File: config.mk
export PLATFORM = sky130hd
export DESIGN_NAME = scsp_eg_flat
export DESIGN_NICKNAME = d
export VERILOG_FILES = /design/src/rtl/scsp_eg_pkg.sv /design/src/rtl/scsp_eg_if.sv /design/src/rtl/scsp_eg_rate.sv /design/src/rtl/scsp_eg.sv /design/src/flat_wrapper.sv
export SDC_FILE = /design/constraint.sdc
export NUM_CORES = 1
export LEC_CHECK = 0
export CAP_MARGIN = 20
export CORE_ASPECT_RATIO = 0.8
export CORE_MARGIN = 2
export CORE_UTILIZATION = 60
export CTS_CLUSTER_SIZE = 40
export DETAILED_ROUTE_END_ITERATION = 8
export HOLD_SLACK_MARGIN = 0.08
export PLACE_DENSITY = 0.79
export SLEW_MARGIN = 20
export SYNTH_ARGS = -nofsm -noshare
export SYNTH_HDL_FRONTEND = slang
export SYNTH_SLANG_ARGS = --single-unit
File: constraint.sdc
create_clock -name CLK -period 15.28 [get_ports CLK]
set_clock_uncertainty 0.15 [all_clocks]
set_input_delay 3.056 -clock CLK [delete_from_list [all_inputs] [get_ports CLK]]
set_output_delay 3.056 -clock CLK [all_outputs]
set_load 0.02 [all_outputs]
File: src/rtl/scsp_eg_pkg.sv
// scsp_eg_pkg: shared types, constants and envelope helper functions for the SCSP EG stage
// Exports: EGState_t, OPPipe_t, SCR1_t, SCR2_t, SCR5_t, OP4State_t, RateCalc, EgStep, EgLevel
package scsp_eg_pkg;
    localparam int SLOT_W = 5;
    localparam logic [9:0] EVOL_MAX = 10'h3FF;
    localparam logic [5:0] EG_FAST_RATE = 6'h30;
    typedef enum logic [1:0] {EGS_ATTACK, EGS_DECAY1, EGS_DECAY2, EGS_RELEASE} EGState_t;
    typedef struct packed {
        logic [SLOT_W-1:0] SLOT;
        logic              KON;
        logic              KOFF;
    } OPPipe_t;
    localparam OPPipe_t OP_PIPE_RESET = '0;
    typedef struct packed {
        logic [3:0] KRS;
        logic [4:0] DL;
        logic [4:0] RR;
        logic       LPSLNK;
    } SCR1_t;
    typedef struct packed {
        logic [4:0] AR;
        logic [4:0] D1R;
        logic [4:0] D2R;
        logic       EGHOLD;
    } SCR2_t;
    typedef struct packed {
        logic [3:0] OCT;
        logic [9:0] FNS;
    } SCR5_t;
    typedef struct packed {
        logic [9:0] EVOL;
        EGState_t   ST;
    } OP4State_t;

    // Key-rate scaling: KRS=0xF disables it; OCT is signed, FNS[9] adds the half step.
    function automatic logic [5:0] RateCalc(input logic [4:0] r, input logic [3:0] krs, input SCR5_t scr5);
        int ks;
        int sum;
        ks = (krs == 4'hF) ? 0 : 2 * (int'(krs) + int'($signed(scr5.OCT))) + int'(scr5.FNS[9]);
        sum = 2 * int'(r) + ks;
        return (r == 5'd0 || sum <= 0) ? 6'd0 : (sum >= 60) ? 6'h3C : 6'(sum);
    endfunction

    // Returns {step_en, INC}; fast rates step every sample with INC capped at 8.
    function automatic logic [4:0] EgStep(input logic [5:0] rate, input logic [31:0] smp);
        logic [3:0] q;
        logic [31:0] mask;
        q = rate[5:2];
        mask = (32'd1 << (4'd11 - q)) - 32'd1;
        if (rate == 6'd0) return 5'd0;
        if (rate < EG_FAST_RATE) return {(smp & mask) == 32'd0, 4'd1};
        return {1'b1, (q == 4'hF) ? 4'd8 : 4'd1 << (q - 4'd11)};
    endfunction

    function automatic logic [9:0] EgLevel(input logic [9:0] evol, input logic [7:0] tl, input logic eghold, input EGState_t st);
        logic [10:0] sum;
        sum = {1'b0, (eghold && st == EGS_ATTACK) ? 10'd0 : evol} + {1'b0, tl, 2'b00};
        return sum[10] ? EVOL_MAX : sum[9:0];
    endfunction
endpackage

File: src/rtl/scsp_eg_if.sv
// scsp_eg_if: slot-pipeline bus into and out of the envelope stage
// master drives CE/PIPE_IN/SCR1/SCR2/SCR5/TL/LOOP_HIT and reads PIPE_OUT/EG_OUT/LEVEL/VALID; slave is the EG
interface scsp_eg_if;
    import scsp_eg_pkg::*;
    logic       CE;
    OPPipe_t    PIPE_IN;
    SCR1_t      SCR1;
    SCR2_t      SCR2;
    SCR5_t      SCR5;
    logic [7:0] TL;
    logic       LOOP_HIT;
    OPPipe_t    PIPE_OUT;
    OP4State_t  EG_OUT;
    logic [9:0] LEVEL;
    logic       VALID;
    modport master (output CE, PIPE_IN, SCR1, SCR2, SCR5, TL, LOOP_HIT, input PIPE_OUT, EG_OUT, LEVEL, VALID);
    modport slave (input CE, PIPE_IN, SCR1, SCR2, SCR5, TL, LOOP_HIT, output PIPE_OUT, EG_OUT, LEVEL, VALID);
endinterface

File: src/rtl/scsp_eg_rate.sv
// scsp_eg_rate: picks the rate for the slot's EG state, scales it and decides step/INC
// Ports: st, ar/d1r/d2r/rr, krs, scr5, smp in; step_en, inc out (combinational)
module scsp_eg_rate
    import scsp_eg_pkg::*;
(
    input  EGState_t    st,
    input  logic [4:0]  ar,
    input  logic [4:0]  d1r,
    input  logic [4:0]  d2r,
    input  logic [4:0]  rr,
    input  logic [3:0]  krs,
    input  SCR5_t       scr5,
    input  logic [31:0] smp,
    output logic        step_en,
    output logic [3:0]  inc
);
    logic [4:0] r;
    logic [5:0] rate;
    always_comb begin
        r = (st == EGS_ATTACK) ? ar : (st == EGS_DECAY1) ? d1r : (st == EGS_DECAY2) ? d2r : rr;
        rate = RateCalc(r, krs, scr5);
        {step_en, inc} = EgStep(rate, smp);
    end
endmodule

File: src/rtl/scsp_eg.sv
// scsp_eg: time-multiplexed SCSP envelope generator, one slot advanced per CE
// Ports: CLK, RST_N (async active-low), bus (scsp_eg_if.slave: slot inputs in, PIPE_OUT/EG_OUT/LEVEL/VALID out)
module scsp_eg
    import scsp_eg_pkg::*;
#(
    parameter int SLOTS = 32,
    parameter int CNT_W = 15
) (
    input logic      CLK,
    input logic      RST_N,
    scsp_eg_if.slave bus
);
    localparam int IDX_W = $clog2(SLOTS);
    logic [9:0] evol_q [SLOTS];
    EGState_t st_q [SLOTS];
    logic [CNT_W-1:0] smp_q, smp_d;
    OPPipe_t pipe_out_q, pipe_out_d;
    OP4State_t eg_out_q, eg_out_d;
    logic [9:0] level_q, level_d;
    logic valid_q, valid_d;
    logic [IDX_W-1:0] idx;
    logic [9:0] cur_evol, att_sub, att_evol, up_evol, step_evol, evol_d;
    logic [10:0] up_sum;
    EGState_t cur_st, st_d;
    logic step_en, kon, koff, loop_end;
    logic [3:0] inc;

    scsp_eg_rate u_rate (
        .st(cur_st),
        .ar(bus.SCR2.AR),
        .d1r(bus.SCR2.D1R),
        .d2r(bus.SCR2.D2R),
        .rr(bus.SCR1.RR),
        .krs(bus.SCR1.KRS),
        .scr5(bus.SCR5),
        .smp(32'(smp_q)),
        .step_en(step_en),
        .inc(inc)
    );

    always_comb begin
        idx = bus.PIPE_IN.SLOT[IDX_W-1:0];
        cur_evol = evol_q[idx];
        cur_st = st_q[idx];
        kon = bus.PIPE_IN.KON;
        koff = bus.PIPE_IN.KOFF;
        loop_end = cur_st == EGS_ATTACK && bus.SCR1.LPSLNK && bus.LOOP_HIT;
        att_sub = (cur_evol >> 4) + 10'(inc);
        att_evol = (att_sub >= cur_evol) ? 10'd0 : cur_evol - att_sub;
        up_sum = {1'b0, cur_evol} + 11'(inc);
        up_evol = up_sum[10] ? EVOL_MAX : up_sum[9:0];
        step_evol = !step_en ? cur_evol : (cur_st == EGS_ATTACK) ? att_evol : up_evol;
        evol_d = kon ? ((bus.SCR2.AR == 5'h1F) ? 10'd0 : EVOL_MAX) : (koff || loop_end) ? cur_evol : step_evol;
        // Key events take priority; otherwise the DL compare uses the post-step level.
        st_d = kon ? ((bus.SCR2.AR == 5'h1F) ? EGS_DECAY1 : EGS_ATTACK) :
               koff ? EGS_RELEASE :
               loop_end ? EGS_DECAY1 :
               (cur_st == EGS_ATTACK && step_evol == 10'd0) ? EGS_DECAY1 :
               (cur_st == EGS_DECAY1 && step_evol[9:5] >= bus.SCR1.DL) ? EGS_DECAY2 : cur_st;
        smp_d = (bus.CE && bus.PIPE_IN.SLOT == SLOT_W'(SLOTS - 1)) ? smp_q + CNT_W'(1) : smp_q;
        pipe_out_d = bus.CE ? bus.PIPE_IN : pipe_out_q;
        eg_out_d = bus.CE ? OP4State_t'{EVOL: evol_d, ST: st_d} : eg_out_q;
        level_d = bus.CE ? EgLevel(evol_d, bus.TL, bus.SCR2.EGHOLD, st_d) : level_q;
        valid_d = valid_q | bus.CE;
    end

    always_ff @(posedge CLK or negedge RST_N) begin
        if (!RST_N) begin
            for (int i = 0; i < SLOTS; i++) begin
                evol_q[i] <= EVOL_MAX;
                st_q[i] <= EGS_RELEASE;
            end
            smp_q <= '0;
            pipe_out_q <= OP_PIPE_RESET;
            eg_out_q <= OP4State_t'{EVOL: EVOL_MAX, ST: EGS_RELEASE};
            level_q <= EVOL_MAX;
            valid_q <= 1'b0;
        end else begin
            if (bus.CE) begin
                evol_q[idx] <= evol_d;
                st_q[idx] <= st_d;
            end
            smp_q <= smp_d;
            pipe_out_q <= pipe_out_d;
            eg_out_q <= eg_out_d;
            level_q <= level_d;
            valid_q <= valid_d;
        end
    end

    assign bus.PIPE_OUT = pipe_out_q;
    assign bus.EG_OUT = eg_out_q;
    assign bus.LEVEL = level_q;
    assign bus.VALID = valid_q;
endmodule

File: src/flat_wrapper.sv
// flat-port wrapper written by rule: the top's interface ports become plain ports
module scsp_eg_flat import scsp_eg_pkg::*;
#(
    parameter int SLOTS = 32,
    parameter int CNT_W = 15
)
  (CLK, RST_N, bus_CE, bus_PIPE_IN, bus_SCR1, bus_SCR2, bus_SCR5, bus_TL, bus_LOOP_HIT, bus_PIPE_OUT, bus_EG_OUT, bus_LEVEL, bus_VALID);
  scsp_eg_if bus_i ();
  input logic CLK;
  input logic RST_N;
  input wire logic [$bits(bus_i.CE)-1:0] bus_CE;
  input wire logic [$bits(bus_i.PIPE_IN)-1:0] bus_PIPE_IN;
  input wire logic [$bits(bus_i.SCR1)-1:0] bus_SCR1;
  input wire logic [$bits(bus_i.SCR2)-1:0] bus_SCR2;
  input wire logic [$bits(bus_i.SCR5)-1:0] bus_SCR5;
  input wire logic [$bits(bus_i.TL)-1:0] bus_TL;
  input wire logic [$bits(bus_i.LOOP_HIT)-1:0] bus_LOOP_HIT;
  output wire logic [$bits(bus_i.PIPE_OUT)-1:0] bus_PIPE_OUT;
  output wire logic [$bits(bus_i.EG_OUT)-1:0] bus_EG_OUT;
  output wire logic [$bits(bus_i.LEVEL)-1:0] bus_LEVEL;
  output wire logic [$bits(bus_i.VALID)-1:0] bus_VALID;
  assign bus_i.CE = bus_CE;
  assign bus_i.PIPE_IN = bus_PIPE_IN;
  assign bus_i.SCR1 = bus_SCR1;
  assign bus_i.SCR2 = bus_SCR2;
  assign bus_i.SCR5 = bus_SCR5;
  assign bus_i.TL = bus_TL;
  assign bus_i.LOOP_HIT = bus_LOOP_HIT;
  assign bus_PIPE_OUT = bus_i.PIPE_OUT;
  assign bus_EG_OUT = bus_i.EG_OUT;
  assign bus_LEVEL = bus_i.LEVEL;
  assign bus_VALID = bus_i.VALID;
  scsp_eg #(.SLOTS(SLOTS), .CNT_W(CNT_W)) u_core (.CLK(CLK), .RST_N(RST_N), .bus(bus_i));
endmodule
==> impl_results.md <==
- Crit path max-delay family: compound AO/OA/AOI/OAI gates
- Max clock buf depth: 3
- Share of cells above drive strength 1: 0.370
- Sum of buffers and inverters on the critical path: 10
- CTS Buf Count: 43
- Area grow syn2layout: 18.3%
- Final Hold Vio Count: 0
- Max stage delay on crit path: 0.48 ns
- H-tree lvl count: 2
- CTS tree: built
- Most common flop cell mapped by yosys: dfstp_2
- Cells after Synth: 2,222
- Worst-path maximum fanout: 17
- Total Nets Final: 2,504
- Clock sink count: 429
- FMAX: 0.0670 GHz
- Clk root buf: clkbuf_16
- Core area: 37,100 um2
- Die Width: 221 um
- Largest net degree at the start of global routing: 192
- Slew headroom: 0.270
- Startpoint types: primary input
- Worst vdd rail ir drop: 0.130 mV
- Period utilization: 0.977
- DR WL/cell: 22.7 um
- Outcome: completed
- Number of flops mapped to enable cells by yosys: 0
- Worst-Margin Slew: 1.09 ns
- Gr usage total: 0.333
- Area occupied by multi-input gates: 11,000 um2
- Max-Cap Viols: 0
- Initial antenna violation count: 3
- Crit. path cell count: 70
- Crit end category: flop
- DRC: 0
- R2R cell count: 68
- Flop-to-flop setup slack: 3.00 ns
- Register bit total from synthesis: 429
- Final WL: 65,900 um
- CP dominant cell by count: a21oi_2
- Synthesized area: 22,700 um2
- Row count: 63
- Fin. max-slew vios: 0
- Die area: 39,400 um2
- Asr flop ratio synth: 1.00
- R2r startpoint: u_core.st_q[21]
- Register area share after synthesis: 0.496
- CP max stage cell: a222oi_1
- Clk Latency, worst-skew pair: 0.57 ns
- Finished Cell Area: 26,800 um2
- Top-level I/O count: 94
- Reg area: 11,200 um2
- Setup crit end: u_core.bus.LEVEL[0]
- Worst min-delay path category: flop to flop
- Leak: 10.9 nW
- Finished Layout Cells: 2,899
- Initial DRC Count: 1,798
- DRT antenna net count: 0
- Die H: 178 um
- Syn avg cell area: 10.2 um2
- PD cells: 159 nW/um2
- R2r endpoint: u_core.bus.LEVEL[0]
- Detailed Routing Iterations Pass 1: 6
- Via count: 18,584
- Area post-placement: 24,800 um2
- CP required: 15.62 ns
- Syn. warnings: 0
- Number of global-route vias before repair: 18,331
- First-pass GRT wire length: 102,000 um
- Worst Setup SP: bus_PIPE_IN[6]
- Yosys cell types: 84
- Tmin final: 14.93 ns
- DP HPWL: 43,700 um
- Total grt overflow: 0
- Filler Cell Count: 2,541
- Via-to-Cell Ratio: 6.41
- GP Congestion: 0.997
- Starting Density: 0.611
- Fin Hold WS: 0.314 ns
- Setup violators final: 0
- Reg clk slew, reported paths: 0.07 ns
- Post-Syn Nets: 2,349
- Cell count after placement: 2,802
- Arr. time, crit path: 15.27 ns
- Setup CP Type: primary input to flop
- IO Port Bufs: 84
-- cell usage after synthesis, drive strengths merged, types with 4 or more instances --
library cell | n | share of area
a211oi | 8 | 0.0031
a21o | 9 | 0.0030
a21oi | 56 | 0.012
a22o | 4 | 0.0015
a22oi | 40 | 0.013
a31oi | 18 | 0.0055
and2 | 9 | 0.0025
and3 | 15 | 0.0044
and3b | 4 | 0.0015
and4 | 7 | 0.0027
buf | 33 | 0.0089
clkbuf | 131 | 0.022
dfrtp | 23 | 0.025
dfstp | 406 | 0.47
fa | 6 | 0.0053
ha | 57 | 0.031
inv | 51 | 0.0084
mux2 | 21 | 0.010
mux2i | 26 | 0.011
mux4 | 83 | 0.082
nand2 | 462 | 0.076
nand2b | 8 | 0.0022
nand3 | 35 | 0.0077
nand3b | 4 | 0.0013
nand4 | 17 | 0.0050
nor2 | 92 | 0.015
nor2b | 13 | 0.0036
nor3 | 16 | 0.0038
nor3b | 5 | 0.0023
nor4 | 12 | 0.0033
o211ai | 6 | 0.0022
o21a | 12 | 0.0040
o21ai | 385 | 0.085
o22ai | 10 | 0.0028
o31a | 5 | 0.0019
o31ai | 38 | 0.020
or2 | 5 | 0.0014
or3 | 5 | 0.0014
xnor2 | 23 | 0.0089
xor2 | 13 | 0.0050
-- report_power, final --
group / switching (W) / internal [W] / leakage [nW]
Sequential: 0.000153 / 0.00160 / 4.53
Clock: 0.000463 / 0.000645 / 0.717
Combinational: 0.000798 / 0.000618 / 5.63
Total: 0.00141 / 0.00286 / 10.9
-- final cells by class --
type	instances	area share
Timing Repair Buffer	274	0.0871
Clock inverter	17	0.00928
Sequential cell	429	0.419
Multi-Input combinational cell	1578	0.409
Antenna cell	1	0.0000933
Tap cell	487	0.0227
Inverter	51	0.00723
Clock buffer	62	0.0454
-- through the flow --
step / setup WS (ns) / utilization / TNS (ns) / power [W]
4_1_cts: 0.0112 / 0.710 / 0 / 0.00418
3_5_place_dp: -0.853 / 0.669 / -6.85 / 0.00305
2_1_floorplan: 0.179 / - / 0 / 0.00252
3_3_place_gp: -0.514 / 0.669 / -4.07 / 0.00298
6_report: 0.350 / 0.722 / 0 / 0.00428
5_1_grt: -0.185 / 0.722 / -0.708 / 0.00448
-- state kept, by name (all words and copies together) (netlist names) --
| register | count |
|---|---|
| u_core.bus.PIPE_OUT | 7 |
| u_core.smp_q | 15 |
| u_core.bus.VALID | 1 |
| u_core.bus.LEVEL | 10 |
| u_core.st_q | 64 |
| u_core.evol_q | 320 |
| u_core.bus.EG_OUT | 12 |
-- repair_timing --
| item | in CTS | in global routing |
|---|---|---|
| endpoints found under the setup margin | 10 | 10 |
| hold buffers | 0 | 0 |
| buffers inserted | 1 | 16 |
| endpoints found under the hold margin | 0 | 0 |
| pin swaps | 4 | 43 |
| gates resized for setup | 14 | 73 |
-- placed cells by master (no fill, tap or decap), drive strengths merged, types with 18 or more instances in the layout --
cell and n:
clkdlybuf4s50 80, a21oi 56, nand2 462, mux2i 26, o21ai 385, buf 194
dfstp 406, mux4 83, ha 57, nor2 92, mux2 21, clkbuf 62
dfrtp 23, a22oi 40, a31oi 18, o31ai 38, xnor2 23, inv 54
nand3 35
-- worst min-delay path by stage --
stage / start / to / cells after the start
after global routing: u_core.evol_q[34] / u_core.evol_q[34] / 2
after detailed placement: u_core.bus.VALID / u_core.bus.VALID / 1
after floorplan: u_core.evol_q[14] / u_core.evol_q[14] / 2
final: u_core.evol_q[302] / u_core.evol_q[302] / 2
after CTS: u_core.evol_q[304] / u_core.evol_q[304] / 2
after global placement: u_core.bus.VALID / u_core.bus.VALID / 1
-- metal layers --
metal  vias to the layer above  routed length, um  global-route usage
li1                       8215                  -                   -
met1                      9280              27300               0.463
met2                       890              29700               0.506
met3                       197               6340              0.0813
met4                         2               2600               0.133
met5                         -                 11                   0
-- kinds of logic after synthesis --
kind of cell / synth area share
buffers and inverters: 0.0391
and+or+nand+nor: 0.139
adders and majority gates: 0.0367
muxes: 0.104
AOI/OAI and AO/OA: 0.171
xor gates and xnor gates: 0.0139
DFF: 0.496
-- worst register-to-register path: cells and delay by family, from the launching register on --
kind | cells | cell delay, ns
adders and majority gates | 10 | 2.61
and+or+nand+nor | 20 | 3.04
AOI/OAI and AO/OA | 28 | 4.53
DFF | 1 | 0.37
buffers and inverters | 8 | 1.05
muxes | 1 | 0.27
xor gates and xnor gates | 1 | 0.18
Note: power is estimated with default switching activity, not from simulation.
